**config.mk**
```make
export PLATFORM = sky130hd
export DESIGN_NAME = sha256_msg_sched
export DESIGN_NICKNAME = d
export VERILOG_FILES = /design/src/rtl/sha256_msg_sched.sv
export SDC_FILE = /design/constraint.sdc
export NUM_CORES = 1
export LEC_CHECK = 0
export BUFFER_PORTS_ARGS = -buffer_cell sky130_fd_sc_hd__buf_4
export CORE_MARGIN = 2
export CORE_UTILIZATION = 54
export CTS_BUF_LIST = sky130_fd_sc_hd__clkbuf_4 sky130_fd_sc_hd__clkbuf_8
export DETAILED_ROUTE_END_ITERATION = 6
export PLACE_DENSITY = 0.79
export RECOVER_POWER = 25
export REMOVE_ABC_BUFFERS = 1
export SLEW_MARGIN = 20
export SYNTH_ARGS = -nofsm -noshare
export SYNTH_HDL_FRONTEND = slang
export SYNTH_SLANG_ARGS = --single-unit
export TNS_END_PERCENT = 50
```
**constraint.sdc**
```tcl
create_clock -name i_clk -period 9.3 [get_ports i_clk]
set_clock_uncertainty 0.15 [all_clocks]
set_input_delay 0.465 -clock i_clk [delete_from_list [all_inputs] [get_ports i_clk]]
set_output_delay 0.465 -clock i_clk [all_outputs]
set_load 0.02 [all_outputs]
```
**src/rtl/sha256_msg_sched.sv**
```systemverilog
// SHA-256 message schedule generator.
// Loads one 512-bit block as sixteen 32-bit words, then streams W0..W63 through a
// ready/valid handshake. A 16-entry shift window holds W[t..t+15]; each accepted word
// shifts the window by one and appends the next expanded word.
module sha256_msg_sched (
  input  logic        i_clk,
  input  logic        i_rst,
  input  logic        i_start,
  input  logic        i_wvalid,
  input  logic [31:0] i_wdata,
  output logic        o_wready,
  output logic        o_tvalid,
  output logic [31:0] o_tdata,
  output logic [5:0]  o_tidx,
  input  logic        i_tready,
  output logic        o_busy,
  output logic        o_done
);

  typedef enum logic [1:0] {
    StIdle = 2'd0,
    StLoad = 2'd1,
    StRun  = 2'd2
  } state_e;

  state_e      state_q;
  logic [3:0]  load_cnt_q;
  logic [5:0]  round_cnt_q;
  logic [31:0] w_q [16];
  logic        done_q;

  logic        xfer;
  logic [31:0] w_new;

  // Small sigma functions from FIPS 180-4; rotations are fixed rewirings.
  function automatic logic [31:0] sigma0(input logic [31:0] x);
    return {x[6:0], x[31:7]} ^ {x[17:0], x[31:18]} ^ (x >> 3);
  endfunction

  function automatic logic [31:0] sigma1(input logic [31:0] x);
    return {x[16:0], x[31:17]} ^ {x[18:0], x[31:19]} ^ (x >> 10);
  endfunction

  // Handshake with the round logic; only meaningful in RUN.
  assign xfer = (state_q == StRun) && i_tready;

  // Next schedule word: window holds W[t..t+15], so this yields W[t+16].
  always_comb begin
    w_new = sigma1(w_q[14]) + w_q[9] + sigma0(w_q[1]) + w_q[0];
  end

  // Control FSM, counters, window buffer and done pulse.
  always_ff @(posedge i_clk) begin
    if (i_rst) begin
      state_q     <= StIdle;
      load_cnt_q  <= 4'd0;
      round_cnt_q <= 6'd0;
      done_q      <= 1'b0;
      for (int i = 0; i < 16; i++) begin
        w_q[i] <= 32'd0;
      end
    end else begin
      done_q <= 1'b0;
      unique case (state_q)
        StIdle: begin
          if (i_start) begin
            state_q    <= StLoad;
            load_cnt_q <= 4'd0;
          end
        end
        StLoad: begin
          if (i_wvalid) begin
            w_q[load_cnt_q] <= i_wdata;
            load_cnt_q      <= load_cnt_q + 4'd1;
            if (load_cnt_q == 4'd15) begin
              state_q     <= StRun;
              round_cnt_q <= 6'd0;
            end
          end
        end
        StRun: begin
          if (xfer) begin
            for (int i = 0; i < 15; i++) begin
              w_q[i] <= w_q[i+1];
            end
            w_q[15] <= w_new;
            if (round_cnt_q == 6'd63) begin
              // Last word accepted: stop here rather than wrapping into a 65th word.
              state_q     <= StIdle;
              round_cnt_q <= 6'd0;
              done_q      <= 1'b1;
            end else begin
              round_cnt_q <= round_cnt_q + 6'd1;
            end
          end
        end
        default: begin
          state_q <= StIdle;
        end
      endcase
    end
  end

  // Outputs are decoded straight from registers; no input-to-output path.
  always_comb begin
    o_wready = (state_q == StLoad);
    o_tvalid = (state_q == StRun);
    o_busy   = (state_q == StLoad) || (state_q == StRun);
    o_tdata  = w_q[0];
    o_tidx   = round_cnt_q;
    o_done   = done_q;
  end

endmodule

```
---- Word level (Yosys, flattened, before mapping) ----
Memories as Yosys holds them, arrays and structs flattened.
Index checks and enable logic that the tools add are counted.
operators by class
  $add $sub $neg .......................... 5
  multipliers ............................. 0
  div/mod/pow operators ................... 0
  magnitude comparators ................... 0
  eq/ne operators ......................... 9
  shifts and indexed selects .............. 0
  mux-type cells .......................... 44
  bitwise operators ....................... 22
  reductions and logical operators ........ 10
operators with widths
  kind                 number
  $mux 32              17
  $add 32x32->32       3
  $xor 32x32->32       2
  $reduce_or 32->1     1
  $xor 32x22->32       1
  $xor 32x29->32       1
  $mux 6               4
  $or 1x1->1           16
  $mux 1               12
  $mux 4               3
  $pmux 6 s2           1
  $mux 2               5
  $pmux 4 s2           1
  $add 6x1->6 const B  1
  $eq 6x6->1 const B   1
  $ne 2x1->1 const B   3
  $pmux 2 s3           1
  $reduce_and 5->1     1
  $add 4x1->4 const B  1
  $eq 4x4->1 const B   1
  $ne 2x2->1 const B   2
  $reduce_and 4->1     1
  $reduce_bool 2->1    2
  $reduce_and 3->1     1
  other kinds (7)      8
word-level totals
  bits in registers ....................... 13
  latch bits .............................. 0
  RAM bits ................................ 512
  bits in read-only memories .............. 0
  input bits .............................. 37
  memories ................................ 1
memories
  memory  depth  width  read ports  clocked after memory_dff  write ports  line  RTL
  w_q     16     32     16          0                         16           29    logic [31:0] w_q [16];

---- Longest topological paths before layout ----
Gate-level depths: netlist (run 1).
  depth in word-level cells ............... 8
  mapped depth ............................ 16
  depth with buffers taken out ............ 16

---- Worst setup path before layout (run 1) ----
Ideal clock, no wire load.
  path type ............................... register to register
  start ................................... register state_q[1]
  end ..................................... memory w_q[13][0], enable pin
  data arrival time ....................... 3.507 ns
  setup slack ............................. 5.177 ns
  stages on the path, launching flop included .. 7
  path buffers ............................ 1
  cells stage by stage .................... dfxtp_1 > inv_1 > ha_1 > and3b_1 > buf_6 > nand2_1 > o21ai_0
RTL lines
  item                      line  RTL
  start: declaration        26    state_e state_q;
  start signal: assignment  55    state_q <= StIdle;
  start signal: assignment  67    state_q <= StLoad;
  start signal: assignment  76    state_q <= StRun;
  end: declaration          29

==> flow_summary.yaml, run 1 <==
setup_path:
  end_kind: "flop"
  cp.required_ns: 9.28
  crit_chain: "inv_1, ha_1, a21oi_1, o21ai_0, clkbuf_1"
  crit_fanout: 21
  critical_path_arrival_ns: 5.15
  crit_slowest_cell: "o21ai_0"
  crit_type: "reg -> reg"
  r2r_slack_ns: 4.12
  worstSetupStartpointType: "flop"
  cp_slowest_stage_delay_ns: 1.33
synthesis:
  yosysUniqueCellTypes: 60
  yosys.area.top_type: "edfxtp_1"
  yosysTopAreaCellShare_pct: 54.1
  yosys_warnings: 0
  ys_ff_latch: 525
  synth.top_cells.by_area: "edfxtp_1, nand2_1, o21ai_0, fa_1, nand2b_1"
  ys_async_sr_fraction_pct: 0
  synth_edf_count: 512
  yosysSeqAreaShare_pct: 55.0
  syn_area_per_cell_sq_um: 9.68
  synth_cells: 2936
  syn_area_sq_um: 28400
  ys.flop_type: "edfxtp_1"
sta:
  slew_viol_final: 354
  worst_pin_slew_ns: 2.93
  fin_crit_sh_pct: 55.7
  hold_violations: 0
  max_clock_freq_mhz: 193
  period_minus_slack_ns: 5.18
  hold_slack_ns: 0.0645
  rsz0062_at_grt: "no"
  setup_viol: 0
  relSlewSlack_pct: -95.5
clocking:
  holdBufCountCts: 2
  cts.sink_count: 525
  cts_resized: 0
  cts.clk_slew.worst_paths_ns: 0.06
  postCtsSetupRepairBufs: 0
  cts-root-buf: "clkbuf_8"
  cts_buffers: 85
  cts_tree: "built"
  worstSkewPairLatency_ns: 0.70
  h-tree-depth: 3
  cts_buffer_depth: 3
floorplanning:
  ioPinCount: 79
  die-area_sq_um: 54500
  placementRows: 84
  initial_core_util_pct: 54.3
  die_h_um: 233
  die_w_um: 233
  core-area_sq_um: 52300
route:
  drt_iter0_drc: 2493
  vias_per_cell: 5.82
  routed-via-count: 21200
  drc_errors: 0
  dr.pass1.iters: 6
  wl_per_cell_um: 22.2
  antenna_left: 0
  routed_wl_mm: 81.0
pwr:
  p_leak_nw: 10.6
  peakVddDrop_mv: 0.262
  power_density_nw_per_um2: 320
grt:
  grt_pass1_vias: 19900
  grt_start_max_net_pins: 233
  grt_usage_pct: 29.9
  grt.overflow.total: 0
  grt_antenna_before_repair: 5
  grt_pass1_wl_mm: 121
finish:
  num-nets-final: 3036
  area_delta_synth_final_pct: 8.77
  final_core_util_pct: 59.0
  fin_cells: 3650
  drive_gt1_share_pct: 7.10
placement:
  port-buffer-count: 78
  dp.cells: 3492
  gp_congestion: 0.948
  hpwl_mm: 54.5
outcome:
  failed_checks: "max-capacitance violations, max-slew violations"
  run_status: "finished, violations left"
flow_run:
  drv_cap: 13
min_path:
  hold_class: "in -> reg"
==> power breakdown <==
part | internal, W | total, W | switching (W)
Clock | 0.00109 | 0.00207 | 0.000976
Combinational | 0.00166 | 0.00447 | 0.00281
Sequential | 0.00310 | 0.00336 | 0.000254
==> cells by family after synthesis <==
logic type | share of synthesized area [%]
compound gates | 11.5
simple gates | 17.3
flops | 55.0
mux | 0.181
buf+inv | 5.23
fa+ha+maj | 6.13
xor+xnor | 4.62
==> state kept, by name (all words and copies together), names as in the netlist <==
name and count:
state_q 2, o_done 1, o_tidx 6, w_q 512
load_cnt_q 4
==> routing by layer <==
metal / share of wire (%) / wire length (um) / vias to the layer above / GRT usage, %
met5: 0.012 / 10 / - / 0
met4: 3.6 / 2920 / 2 / 11.5
met3: 9.9 / 7990 / 185 / 6.09
met2: 45 / 36200 / 1043 / 45.3
met1: 42 / 33800 / 10300 / 42.5
li1: - / - / 9744 / -
==> worst paths after layout <==
path	startpoint	to	depth (start not counted)
setup reg to reg	state_q[0]$_SDFFE_PP0P_	w_q[11][16]$_DFFE_PP_	5
hold / removal	i_wdata[18]	w_q[7][18]$_DFFE_PP_	3
setup / recovery	state_q[0]$_SDFFE_PP0P_	w_q[11][16]$_DFFE_PP_	5
hold reg to reg	o_tidx[4]$_SDFFE_PP0P_	o_tidx[4]$_SDFFE_PP0P_	2
==> synthesized netlist by cell type (3+ instances only) <==
library cell    n
buf_2           5
o21bai_1        3
nand4_1        16
fa_1           62
xnor2_1       122
a31oi_1         4
nand2b_1      174
a21o_1         12
xor2_1         28
clkbuf_1      232
o31ai_1         6
nor2b_1         4
a21oi_1        29
nand2_1       857
ha_1           40
inv_1         151
mux2i_1         4
o21a_1          5
or3_1           4
and2_1          7
nor3_1         11
o21ai_0       534
a211oi_1        3
o211ai_1        3
and3_1          9
dfxtp_1        13
nor2_1         33
nand3_1        14
edfxtp_1      512
==> final cells by class <==
class / instances / area (sq um)
fillers: 4292 / 21400
flip-flops and latches: 525 / 15600
inverters: 151 / 567
clock buffers: 107 / 1340
well taps: 688 / 861
repair buffers: 114 / 731
clock inverters: 41 / 349
diodes: 4 / 10.0
multi-input cells: 2020 / 11400
==> worst max-delay path, delay by kind of cell, from the launching register on <==
family                     cells  cell delay (ns)
AOI/OAI and AO/OA              2             2.65
buffers and inverters          2             1.11
DFF                            1             0.36
adders and majority gates      1             0.31
==> placed cells by master, fill, tap and decap left out, types with 5 or more instances in the layout <==
cell type / instances
and3_1: 9
xnor2_1: 122
nand2_1: 858
and2_1: 7
nor3_1: 7
clkbuf_4: 22
bufinv_16: 5
dfxtp_1: 13
ha_1: 40
clkbuf_1: 50
o31ai_1: 6
nand4_1: 16
buf_4: 58
clkinv_2: 6
nor2_4: 9
fa_1: 62
o21ai_0: 529
edfxtp_1: 512
o21a_1: 5
a21o_1: 12
a21oi_1: 29
clkinv_1: 22
nand2b_1: 173
xor2_1: 28
clkbuf_8: 85
inv_1: 151
nand3_1: 14
nor2_1: 24
==> per-stage QoR <==
step | TNS (ns) | worst slack, ns | cell area, sq um | total power [W]
2_1_floorplan | -596.23 | -1.86 | 27500 | 0.00642
5_1_grt | 0 | 3.84 | 30900 | 0.0104
3_5_place_dp | 0 | 4.59 | 29400 | 0.00777
6_report | 0 | 4.12 | 30900 | 0.00989
4_1_cts | 0 | 4.58 | 31100 | 0.00984
3_3_place_gp | 0 | 4.57 | 29400 | 0.00774
(Power assumes the default switching activity.)
==> inputs of run 2 (changes only) <==
- PLACE_DENSITY: 0.79 -> 0.81
- clock period: 9.3 -> 4.7 ns (I/O delays scaled with it)
==> flow_summary.yaml, run 2 (synthesis gave the netlist of run 1 again) <==
clocking:
  cts.clk_slew.worst_paths_ns: 0.07
  worstSkewPairLatency_ns: 0.71
  cts_tree: "built"
  cts_buffers: 86
  h-tree-depth: 3
  cts_buffer_depth: 3
  cts.sink_count: 525
  cts-root-buf: "clkbuf_8"
sta:
  relSlewSlack_pct: -69.9
  setup_ws_ns: 0.145
  hold_violations: 0
  max_clock_freq_mhz: 220
  finalSetupTns_ns: 0
  period_minus_slack_ns: 4.56
  setup_viol: 0
  worst_pin_slew_ns: 2.55
  slew_viol_final: 172
  fin_crit_sh_pct: 96.9
  rsz0062_at_grt: "no"
setup_path:
  cp.buffers_inverters: 3
  cp.required_ns: 4.98
  worstSetupStartpointType: "flop"
  critical_path_arrival_ns: 4.84
  crit_fanout: 8
  crit_type: "reg -> reg"
  crit_slowest_cell: "edfxtp_1"
  end_kind: "flop"
  crit_chain: "xnor2_1, xnor2_1, fa_1, inv_1, fa_1, inv_1, ha_1, a21oi_4, nand2_1, a221o_1, a31oi_1, o22ai_1, buf_4, or3_1, a32o_1"
  cp_slowest_stage_delay_ns: 0.55
  cp_top_family: "adder cells"
route:
  drc_errors: 0
  drt_iter0_drc: 2506
  antenna_left: 0
  vias_per_cell: 5.77
  dr.pass1.iters: 6
  routed_wl_mm: 82.9
  wl_per_cell_um: 22.3
  routed-via-count: 21500
pwr:
  power_density_nw_per_um2: 617
  p_comb_share_pct: 45.9
  clockPowerShare_pct: 19.8
  p_leak_nw: 10.9
  switching_share_pct: 40.8
  pwr-share-seq_pct: 34.2
  switchingPower_w: 0.00791
  peakVddDrop_mv: 0.403
  intPower_w: 0.0115
floorplanning:
  placementRows: 84
  ioPinCount: 79
  core-area_sq_um: 52300
  initial_core_util_pct: 54.3
  die_w_um: 233
  die-area_sq_um: 54500
  die_h_um: 233
grt:
  grt_start_max_net_pins: 108
  grt_pass1_vias: 20500
  grt_antenna_before_repair: 1
  grt.overflow.total: 0
  grt_pass1_wl_mm: 124
  grt_usage_pct: 30.6
finish:
  multi_input_area_sq_um: 11400
  layout_common_cells: "nand2_1, o21ai_0, edfxtp_1, nand2b_1, inv_1"
  final_common_cell: "nand2_1"
  top_register: "w_q"
  design_area_sq_um: 31400
  area_delta_synth_final_pct: 10.6
  fin_cells: 3716
  num-nets-final: 3100
  largest_reg_flops: 512
  fillers: 4280
  drive_gt1_share_pct: 7.77
  register_area_sq_um: 15600
  final_core_util_pct: 60.0
placement:
  dp.cells: 3517
  gp_congestion: 0.944
  port-buffer-count: 78
  place_area_sq_um: 29700
  dp_slack_ns: 0.155
  hpwl_mm: 56.9
outcome:
  failed_checks: "max-capacitance violations, max-slew violations"
  run_status: "finished, violations left"
flow_run:
  drv_cap: 9
min_path:
  hold_class: "in -> reg"
run 2: repair_timing:
action | CTS | global route
hold buffers | 38 | 0
buffers inserted | 0 | 0
gates resized for setup | 0 | 4
setup endpoints to repair | 0 | 6
endpoints found under the hold margin | 515 | 0
run 2: cell type report:
cell class	instances	share of cell area (%)
flip-flops and latches	525	49.7
multi-input cells	2020	36.4
clock buffers	113	4.45
repair buffers	177	4.27
well taps	688	2.74
inverters	151	1.80
clock inverters	39	0.593
diodes	3	0.0239
run 2: worst min-delay path, cell delays in order:
cell and delay, ns:
dlygate4sd3_1 0.54, buf_4 0.14, nand2_1 0.06, o21bai_1 0.10
nor2_1 0.11
run 2: layer usage:
layer | part of all wire [%] | wire, um | track usage, %
met5 | 0 | 0 | 0
met4 | 3.5 | 2910 | 12.6
met3 | 9.6 | 7980 | 6.02
met2 | 46 | 37800 | 46.9
met1 | 41 | 34200 | 42.9
run 2: final timing paths:
check | from | slack (ns) | cells after the start | end
worst max-delay path | w_q[14][23]$_DFFE_PP_ | 0.14 | 15 | w_q[15][23]$_DFFE_PP_
worst min-delay path | i_start | 0.36 | 5 | load_cnt_q[3]$_SDFFE_PP0P_
worst max register to register | w_q[14][23]$_DFFE_PP_ | 0.14 | 15 | w_q[15][23]$_DFFE_PP_
worst min register to register | o_tidx[4]$_SDFFE_PP0P_ | 0.37 | 2 | o_tidx[4]$_SDFFE_PP0P_
run 2: power by group through the flow:
stage | Clock (W) | Sequential, W | Combinational [W]
final | 0.00384 | 0.00664 | 0.00890
after global routing | 0.00405 | 0.00667 | 0.00984
after CTS | 0.00387 | 0.00661 | 0.00877
after detailed placement | 0 | 0.00669 | 0.00869
after global placement | 0 | 0.00669 | 0.00860
after floorplan | 0 | 0.00654 | 0.00617
run 2: through the flow:
step	power (W)	hold WS [ns]
floorplan	0.0127	0.154
global placement	0.0153	0.333
detailed placement	0.0154	0.353
CTS	0.0193	0.308
global route	0.0206	0.399
finish	0.0194	0.361
